<file path="config.mk">
export PLATFORM = sky130hd
export DESIGN_NAME = uart_tx_queue_flat
export DESIGN_NICKNAME = d
export VERILOG_FILES = /design/src/rtl/uart_tx_queue_pkg.sv /design/src/rtl/uart_tx_queue_if.sv /design/src/rtl/uart_tx_queue_fifo.sv /design/src/rtl/uart_tx_queue.sv /design/src/flat_wrapper.sv
export SDC_FILE = /design/constraint.sdc
export NUM_CORES = 1
export LEC_CHECK = 0
export ABC_AREA = 0
export ABC_CLOCK_PERIOD_IN_PS = 3360
export CORE_ASPECT_RATIO = 1.25
export CORE_MARGIN = 5
export CORE_UTILIZATION = 40
export CTS_CLUSTER_DIAMETER = 80
export DETAILED_ROUTE_END_ITERATION = 7
export HOLD_SLACK_MARGIN = 0.15
export PLACE_DENSITY = 0.62
export REMOVE_ABC_BUFFERS = 1
export SLEW_MARGIN = 20
export SYNTH_ARGS = -nofsm -noshare
export SYNTH_HDL_FRONTEND = slang
export SYNTH_SLANG_ARGS = --single-unit
</file>
<file path="constraint.sdc">
create_clock -name clk -period 3.36 [get_ports clk]
set_clock_uncertainty 0.05 [all_clocks]
set_input_delay 0.84 -clock clk [delete_from_list [all_inputs] [get_ports clk]]
set_output_delay 0.84 -clock clk [all_outputs]
set_load 0.05 [all_outputs]
</file>
<file path="src/rtl/uart_tx_queue_pkg.sv">
// Shared constants for the UART transmit queue: memory-map addresses,
// default frame time and the scheduler's FSM state encodings.
package uart_tx_queue_pkg;

  localparam logic [31:0] UART_ADDR        = 32'h1000_0000;
  localparam logic [31:0] UART_STATUS_ADDR = UART_ADDR + 32'd4;
  localparam int          UART_BYTE_CYCLES = 1042;

  localparam logic [0:0] TXQ_IDLE = 1'b0;
  localparam logic [0:0] TXQ_WAIT = 1'b1;

  // Bit positions inside the status word
  localparam int STATUS_BUSY_BIT  = 31;
  localparam int STATUS_FULL_BIT  = 30;
  localparam int STATUS_EMPTY_BIT = 29;
  localparam int STATUS_DROP_BIT  = 28;

endpackage

</file>
<file path="src/rtl/uart_tx_queue_if.sv">
// CPU-store side and serializer side of the transmit queue.
// Handshake: a byte transfers on a rising clk edge where wr_valid && wr_ready;
// the master holds wr_valid/wr_data stable until that edge; uart_wr is a
// one-cycle strobe with no back-pressure and uart_dat is valid only with it.
interface uart_tx_queue_if;
  logic        wr_valid;
  logic [7:0]  wr_data;
  logic        wr_ready;
  logic        uart_wr;
  logic [7:0]  uart_dat;
  logic [31:0] status;

  modport master (
    output wr_valid,
    output wr_data,
    input  wr_ready,
    input  uart_wr,
    input  uart_dat,
    input  status
  );

  modport slave (
    input  wr_valid,
    input  wr_data,
    output wr_ready,
    output uart_wr,
    output uart_dat,
    output status
  );
endinterface

</file>
<file path="src/rtl/uart_tx_queue_fifo.sv">
// Synchronous FIFO for the transmit queue: storage, wrapping pointers with an
// extra MSB to tell full from empty, and occupancy level.
module txq_fifo #(
  parameter int DEPTH = 16
) (
  input  logic                   clk,
  input  logic                   rst,
  input  logic                   push,
  input  logic [7:0]             din,
  input  logic                   pop,
  output logic [7:0]             dout,
  output logic                   full,
  output logic                   empty,
  output logic [$clog2(DEPTH):0] level
);
  localparam int AW = $clog2(DEPTH);
  localparam logic [AW:0] PTR_ONE = 1;

  logic [7:0]  mem [DEPTH];
  logic [AW:0] wr_ptr;
  logic [AW:0] rd_ptr;

  always_ff @(posedge clk) begin
    if (rst) begin
      wr_ptr <= '0;
      rd_ptr <= '0;
    end else begin
      if (push) wr_ptr <= wr_ptr + PTR_ONE;
      if (pop)  rd_ptr <= rd_ptr + PTR_ONE;
    end
  end

  // Storage is not reset; stale entries are unreachable once pointers clear
  always_ff @(posedge clk) begin
    if (push) mem[wr_ptr[AW-1:0]] <= din;
  end

  assign empty = (wr_ptr == rd_ptr);
  assign full  = (wr_ptr[AW-1:0] == rd_ptr[AW-1:0]) && (wr_ptr[AW] != rd_ptr[AW]);
  assign level = wr_ptr - rd_ptr;
  assign dout  = mem[rd_ptr[AW-1:0]];

endmodule

</file>
<file path="src/rtl/uart_tx_queue.sv">
// Paced transmit scheduler feeding the uart serializer from a byte FIFO.
// Optional status word and stall watchdog built when UART_TXQ_STATUS_EN is defined.
module uart_tx_queue
  import uart_tx_queue_pkg::*;
#(
  parameter int DEPTH       = 16,
  parameter int BYTE_CYCLES = UART_BYTE_CYCLES
) (
  input  logic                   clk,
  input  logic                   rst,
  uart_tx_queue_if.slave         bus,
  output logic [0:0]             dbg_state,
  output logic [$clog2(DEPTH):0] dbg_level
);
  localparam int CW = (BYTE_CYCLES > 2) ? $clog2(BYTE_CYCLES) : 1;
  localparam logic [CW-1:0] CNT_RELOAD = CW'(BYTE_CYCLES - 1);
  localparam logic [CW-1:0] CNT_ONE    = 1;

  logic [0:0]             state;
  logic [CW-1:0]          cnt;
  logic                   full;
  logic                   empty;
  logic [$clog2(DEPTH):0] level;
  logic [7:0]             head;
  logic                   push;
  logic                   issue;

  // Ready comes from registered pointers only, so a pop never frees a slot early
  assign bus.wr_ready = !full;
  assign push         = bus.wr_valid && !full;
  assign issue        = !empty && ((state == TXQ_IDLE) || (cnt == '0));

  txq_fifo #(.DEPTH(DEPTH)) u_fifo (
    .clk   (clk),
    .rst   (rst),
    .push  (push),
    .din   (bus.wr_data),
    .pop   (issue),
    .dout  (head),
    .full  (full),
    .empty (empty),
    .level (level)
  );

  always_ff @(posedge clk) begin
    if (rst) begin
      state        <= TXQ_IDLE;
      cnt          <= '0;
      bus.uart_wr  <= 1'b0;
      bus.uart_dat <= 8'h00;
    end else begin
      bus.uart_wr <= issue;
      if (issue) begin
        bus.uart_dat <= head;
        cnt          <= CNT_RELOAD;
        state        <= TXQ_WAIT;
      end else if (state == TXQ_WAIT) begin
        if (cnt != '0) cnt   <= cnt - CNT_ONE;
        else           state <= TXQ_IDLE;
      end
    end
  end

  assign dbg_state = state;
  assign dbg_level = level;

`ifdef UART_TXQ_STATUS_EN
  logic [12:0] stall_cnt;
  logic        drop;
  logic [31:0] status_q;

  // Watchdog: a store held off for more than 4096 cycles latches drop
  always_ff @(posedge clk) begin
    if (rst) begin
      stall_cnt <= '0;
      drop      <= 1'b0;
    end else if (bus.wr_valid && full) begin
      if (stall_cnt == 13'd4096) drop      <= 1'b1;
      else                       stall_cnt <= stall_cnt + 13'd1;
    end else begin
      stall_cnt <= '0;
    end
  end

  always_ff @(posedge clk) begin
    if (rst) begin
      status_q <= 32'h2000_0000;
    end else begin
      status_q                   <= {16'h0000, 16'(level)};
      status_q[STATUS_BUSY_BIT]  <= (state == TXQ_WAIT);
      status_q[STATUS_FULL_BIT]  <= full;
      status_q[STATUS_EMPTY_BIT] <= empty;
      status_q[STATUS_DROP_BIT]  <= drop;
    end
  end

  assign bus.status = status_q;
`else
  assign bus.status = 32'h0000_0000;
`endif

endmodule

</file>
<file path="src/flat_wrapper.sv">
// flat-port wrapper written by rule: the top's interface ports become plain ports
module uart_tx_queue_flat import uart_tx_queue_pkg::*;
#(
  parameter int DEPTH       = 16,
  parameter int BYTE_CYCLES = UART_BYTE_CYCLES
)
  (clk, rst, dbg_state, dbg_level, bus_wr_valid, bus_wr_data, bus_wr_ready, bus_uart_wr, bus_uart_dat, bus_status);
  uart_tx_queue_if bus_i ();
  input  logic clk;
  input  logic rst;
  output logic [0:0] dbg_state;
  output logic [$clog2(DEPTH):0] dbg_level;
  input wire logic [$bits(bus_i.wr_valid)-1:0] bus_wr_valid;
  input wire logic [$bits(bus_i.wr_data)-1:0] bus_wr_data;
  output wire logic [$bits(bus_i.wr_ready)-1:0] bus_wr_ready;
  output wire logic [$bits(bus_i.uart_wr)-1:0] bus_uart_wr;
  output wire logic [$bits(bus_i.uart_dat)-1:0] bus_uart_dat;
  output wire logic [$bits(bus_i.status)-1:0] bus_status;
  assign bus_i.wr_valid = bus_wr_valid;
  assign bus_i.wr_data = bus_wr_data;
  assign bus_wr_ready = bus_i.wr_ready;
  assign bus_uart_wr = bus_i.uart_wr;
  assign bus_uart_dat = bus_i.uart_dat;
  assign bus_status = bus_i.status;
  uart_tx_queue #(.DEPTH(DEPTH), .BYTE_CYCLES(BYTE_CYCLES)) u_core (.clk(clk), .rst(rst), .bus(bus_i), .dbg_state(dbg_state), .dbg_level(dbg_level));
endmodule
</file>
==> flow_summary.toml, run 1 <==
[worst_setup_path]
critical_path_class = "reg2out"
start_kind = "register"
endpoint_kind = "output pin"
critical_path.max_fanout = 5
r2r_cells = 7
r2r_setup_slack_ns = 0.71
rr_endpoint = "u_core.cnt[4]"
required_ns = 2.47
reg2reg_from = "u_core.u_fifo.rd_ptr[1]"
worstPathArrival_ns = 2.30

[detailed_routing]
wirelength_um = 14100
drt-pass1-iter-count = 4
drc = 0
antenna_left = 0
wl_per_cell_um = 19.9
avgViaCountPerCell = 5.31
drt_iter0_markers = 247
via_count = 3758

[sta]
layout_min_cycle_time_ns = 3.19
setup_viol = 0
worst_slew_pin_slew_ns = 0.762
tns_ns = 0
setup_ws_ns = 0.174
max_slew_margin = 0.490
fin_crit_sh = 0.948
rsz0062_at_grt = "false"
fmaxAchievable_mhz = 314
hold_viol = 0
slew_viol_final = 0

[floorplanning]
rows = 53
die_h_um = 156
dieArea_um2 = 19800
start_util = 0.406
ios = 59
fp.coreArea_um2 = 16800
chipWidth_um = 127

[worst_hold_path]
holdPathStages = 2
worstHoldStart = "u_core.u_fifo.rd_ptr[4]"
min_to = "u_core.u_fifo.rd_ptr[4]"
worstHoldPathType = "reg2reg"

[synth]
synthTopCellsByArea = "edfxtp_1, dfxtp_1, mux4_2"
ys_seq_area_frac = 0.653
async_flop_share = 0
synth_edf_count = 128
syn_area_per_cell_um2 = 15.4
synth-seq-cells = 159
synth_ff_type = "edfxtp_1"
syn_area_um2 = 6840
yosys.area.top_type = "edfxtp_1"
synth_warnings = 0
synth_top_area_share = 0.562
syn_inst = 444
netlist-cell-type-count = 48

[power]
p_leak_nw = 2.58
p_per_area_nw_per_um2 = 805
peakVddDrop_mv = 0.689
design_power_total_mw = 6.33

[clock_tree]
post_cts_resized = 0
clk_pin_slew_ns = 0.07
numCtsBuffers = 17
cts_setup_buffers = 0
cts_root_buffer = "clkbuf_16"
cts_tree = "yes"
cts.sinks = 159
clock_latency_ns = 0.43
cts_buffer_depth = 2
cts_hold_buffers = 0
cts_max_level = 4

[cells_and_area]
layout.cells.non_filler = 708
final_common_cell = "edfxtp_1"
drive_gt1_frac = 0.189
nNetsFinal = 498
syn2layout_area_growth_pct = 15.0
stdcell_area_um2 = 7860
n_antenna_cell = 0
final_cell_mix = "edfxtp_1, conb_1, dfxtp_1"

[place]
place_congestion = 0.818
port_buffers = 26
dp_slack_ns = 0.570
dp_cells = 676
placed_cell_area_um2 = 7270
hpwl_um = 9910

[global_route]
grt_max_degree = 43
grt_pass1_vias = 3747
grt_antenna_before_repair = 0
overflow = 0
grt_pass1_wl_um = 21800
grt_use_total = 0.148

[run]
drv_cap = 0

[status]
outcome = "completed"
[cell families (layout without fill, tap and decap cells)]
kind of cell             after synthesis  in the layout  synth area share
multiplexers                          49             49             0.117
adder cells (fa/ha/maj)               12             12            0.0231
other                                  1             32          0.000549
AO/OA/AOI/OAI                         73             73            0.0738
buffers and inverters                 69             82            0.0582
XOR/XNOR                               9              9            0.0115
AND/OR/NAND/NOR                       72             72            0.0624
flip-flops                           159            159             0.653
[flip-flops by register name (all words and copies together), names as in the netlist]
signal	cells
u_core.u_fifo.wr_ptr	5
u_core.bus.uart_dat	8
u_core.dbg_state	1
u_core.u_fifo.mem	128
u_core.bus.uart_wr	1
u_core.cnt	11
u_core.u_fifo.rd_ptr	5
[how the worst max path moves through the flow]
stage	start	to	cells past startpoint	slack, ns
5_1_grt	u_core.u_fifo.wr_ptr[0]	dbg_level[4]	8	0.07
6_report	u_core.u_fifo.wr_ptr[0]	dbg_level[4]	8	0.17
3_5_place_dp	bus_wr_valid	u_core.u_fifo.mem[0][3]	4	0.57
4_1_cts	u_core.u_fifo.wr_ptr[0]	dbg_level[4]	8	0.17
3_3_place_gp	bus_wr_valid	u_core.u_fifo.mem[0][3]	4	0.60
2_1_floorplan	u_core.u_fifo.rd_ptr[2]	dbg_level[4]	5	-0.48
[Yosys cell counts, drive strengths merged (2+ instances only)]
library cell and n:
nor3 5, a31oi 3, nor2 10, and2 6, mux4 24, o31ai 4, xor2 2, ha 11
a21oi 19, or4 5, dfxtp 31, nor2b 3, and3 9, inv 14, nand4 2, and4 5
xnor2 7, a211oi 6, o211ai 2, a21o 2, nand3 4, a311oi 9, a31o 2, buf 41
a221oi 9, clkbuf 14, mux2 9, mux2i 16, edfxtp 128, o21ai 13, or2 2, nand2 14
[critical path: stages (launching register included)]
cell and delay, ns:
dfxtp_1 0.41, inv_1 0.11, ha_1 0.24, fa_1 0.40
inv_1 0.08, a21o_1 0.11, a21oi_1 0.07, xnor2_1 0.27
buf_12 0.18
[routing by layer]
layer  part of all wire  up-vias  track usage  wire, um
li1                   -     1737            -         -
met1               0.43     1877        0.192      6030
met2               0.49      129        0.242      6960
met3              0.062       15       0.0394       869
met4              0.016        0       0.0485       222
met5                  0        -            0         0
[cell type report]
cell class | count | area [um2]
tap | 220 | 275
clock buffer | 17 | 425
fill | 1439 | 8990
inverter | 14 | 52.6
clock inverter | 15 | 163
timing repair buffer | 36 | 385
sequential | 159 | 4470
multi-input combinational | 247 | 2090
[power by group]
group          switching (mW)  leakage [nW]  internal, mW
registers               0.140          1.41          2.28
logic                    1.25         0.885         0.798
clock network           0.865         0.279         0.994
total                    2.26          2.58          4.07
[stage by stage]
stage               hold WS [ns]  utilization
floorplan                  0.406            -
global placement           0.431        0.432
detailed placement         0.448        0.432
CTS                        0.458        0.466
global route               0.495        0.466
finish                     0.454        0.466
Note: power is estimated with default switching activity, not from simulation.
==> run 2: changes to the inputs <==
--- a/config.mk
+++ b/config.mk
@@ -5,8 +5,7 @@
 export SDC_FILE = /design/constraint.sdc
 export NUM_CORES = 1
 export LEC_CHECK = 0
-export ABC_AREA = 0
-export ABC_CLOCK_PERIOD_IN_PS = 3360
+export ABC_CLOCK_PERIOD_IN_PS = 3340
 export CORE_ASPECT_RATIO = 1.25
 export CORE_MARGIN = 5
 export CORE_UTILIZATION = 40
@@ -18,4 +17,5 @@
 export SLEW_MARGIN = 20
 export SYNTH_ARGS = -nofsm -noshare
 export SYNTH_HDL_FRONTEND = slang
+export SYNTH_HIERARCHICAL = 1
 export SYNTH_SLANG_ARGS = --single-unit
==> constraint.sdc (replaced) <==
create_clock -name clk -period 3.34 [get_ports clk]
set_clock_uncertainty 0.05 [all_clocks]
set_input_delay 0.835 -clock clk [delete_from_list [all_inputs] [get_ports clk]]
set_output_delay 0.835 -clock clk [all_outputs]
set_load 0.05 [all_outputs]
==> flow_summary.toml, run 2 <==
[global_route]
grt_pass1_wl_um = 19900
grt_pass1_vias = 3477
use_met1 = 0.175
grt_util_met3 = 0.0338
grt_antenna_before_repair = 0
grt-busiest-layer = "met2"
overflow = 0
grt_max_degree = 33
grt_util_met2 = 0.220
grt_use_total = 0.134

[detailed_routing]
drc = 0
antenna_left = 0
wl_per_cell_um = 18.8
drt-pass1-iter-count = 5
via_count = 3470
wirelength_um = 12800
drt_iter0_markers = 255
avgViaCountPerCell = 5.10

[floorplanning]
chipWidth_um = 127
rows = 53
die_h_um = 156
dieArea_um2 = 19800
ios = 59
start_util = 0.406
fp.coreArea_um2 = 16800

[power]
peakVddDrop_mv = 0.592
p_leak_nw = 2.72
p_per_area_nw_per_um2 = 831
design_power_total_mw = 6.54

[sta]
layout_min_cycle_time_ns = 3.08
hold_slack_ns = 0.427
fin_crit_sh = 0.923
fmaxAchievable_mhz = 324
slew_viol_final = 0
setup_ws_ns = 0.256
tns_ns = 0
worst_slew_pin_slew_ns = 0.776
max_slew_margin = 0.481
setup_viol = 0
rsz0062_at_grt = "false"
hold_viol = 0

[place]
hpwl_um = 8330
dp_slack_ns = 0.407
dp_cells = 648
placed_cell_area_um2 = 7190
port_buffers = 26
place_congestion = 0.761

[clock_tree]
post_cts_resized = 2
cts_hold_buffers = 0
clock_latency_ns = 0.41
cts_buffer_depth = 2
cts.sinks = 163
numCtsBuffers = 17
cts_root_buffer = "clkbuf_16"
cts_max_level = 4
clk_pin_slew_ns = 0.06
cts_tree = "yes"
cts_setup_buffers = 0

[worst_setup_path]
critical_path_class = "reg2out"
cp_slowest_stage_delay_ns = 0.54
start_kind = "register"
cp_cell_sequence = "inv_1, ha_1, inv_1, fa_1, xor2_1, dlygate4sd2_1"
cp_slowest_cell = "dlygate4sd2_1"
worstPathArrival_ns = 2.20
critical_path.max_fanout = 5
endpoint_kind = "output pin"
worst-path-buf-inv = 3
path_delay_family = "buffers and inverters"
crit_path_frequent_cell = "inv_1"
required_ns = 2.45

[cells_and_area]
nNetsFinal = 470
n_antenna_cell = 0
largest_reg_flops = 128
fin_util = 0.467
fillCellCount = 1462
drive_gt1_frac = 0.126
multi_input_area_um2 = 2020
regArea_um2 = 4550
stdcell_area_um2 = 7860
final_cell_mix = "edfxtp_1, dfxtp_1, conb_1"
final_common_cell = "edfxtp_1"
syn2layout_area_growth_pct = 14.9
layout.cells.non_filler = 680

[synth]
yosys.area.top_type = "edfxtp_1"
synthTopCellsByArea = "edfxtp_1, dfxtp_1, mux4_2"
syn_area_per_cell_um2 = 16.5
syn_area_um2 = 6850
synthTopCellsByCount = "edfxtp_1, dfxtp_1, buf_4"
synth_ff_type = "edfxtp_1"
synth-seq-cells = 163
synth.most_common_cell = "edfxtp_1"
async_flop_share = 0
synth_edf_count = 128
netlist-cell-type-count = 45
ys_seq_area_frac = 0.664
synth_warnings = 6
syn_inst = 415
synth_top_area_share = 0.562

[run]
drv_cap = 0

[status]
outcome = "completed"

[worst_hold_path]
worstHoldPathType = "reg2reg"
## run 2: layer usage
metal	wire length (um)	vias to the layer above
met5	0	-
met4	96	0
met3	852	9
met2	6410	116
met1	5430	1745
li1	-	1600
## run 2: report_power, final
part	switching, mW	internal, mW
registers	0.142	2.33
clock network	0.719	1.44
logic	1.13	0.782
## run 2: cells by family (layout without fill, tap and decap cells)
logic type,Yosys count,count (layout),synth area share
flops,163,163,0.664
simple gates,85,85,0.0653
buf+inv,59,73,0.0576
compound gates,43,43,0.0504
mux,36,36,0.119
xor+xnor,16,16,0.0205
fa+ha+maj,12,12,0.0230
other cells,1,32,0.000548
## run 2: worst paths after layout
| kind | startpoint | to | slack (ns) | cells after the start |
|---|---|---|---|---|
| worst max-delay path | u_core/u_fifo/wr_ptr[0] | dbg_level[2] | 0.26 | 6 |
| worst min-delay path | u_core/bus.uart_dat[1] | u_core/bus.uart_dat[1] | 0.43 | 1 |
| worst max register to register | u_core/u_fifo/wr_ptr[0] | u_core/cnt[1] | 0.72 | 8 |
| worst min register to register | u_core/bus.uart_dat[1] | u_core/bus.uart_dat[1] | 0.43 | 1 |
## run 2: final cells by class
| class | count | share of cell area |
|---|---|---|
| tap | 220 | 0.0350 |
| multi-input combinational | 224 | 0.257 |
| inverter | 12 | 0.00573 |
| clock inverter | 11 | 0.0263 |
| timing repair buffer | 29 | 0.0391 |
| sequential | 163 | 0.578 |
| clock buffer | 21 | 0.0586 |
==> run 3: changes to the inputs <==
--- a/config.mk
+++ b/config.mk
@@ -10,11 +10,11 @@
 export CORE_MARGIN = 5
 export CORE_UTILIZATION = 40
 export CTS_CLUSTER_DIAMETER = 80
+export CTS_CLUSTER_SIZE = 10
 export DETAILED_ROUTE_END_ITERATION = 7
 export HOLD_SLACK_MARGIN = 0.15
 export PLACE_DENSITY = 0.62
 export REMOVE_ABC_BUFFERS = 1
-export SLEW_MARGIN = 20
 export SYNTH_ARGS = -nofsm -noshare
 export SYNTH_HDL_FRONTEND = slang
 export SYNTH_HIERARCHICAL = 1
==> results of run 3 <==
Same layout as run 2: the final DEF is identical, and so are final timing and power.
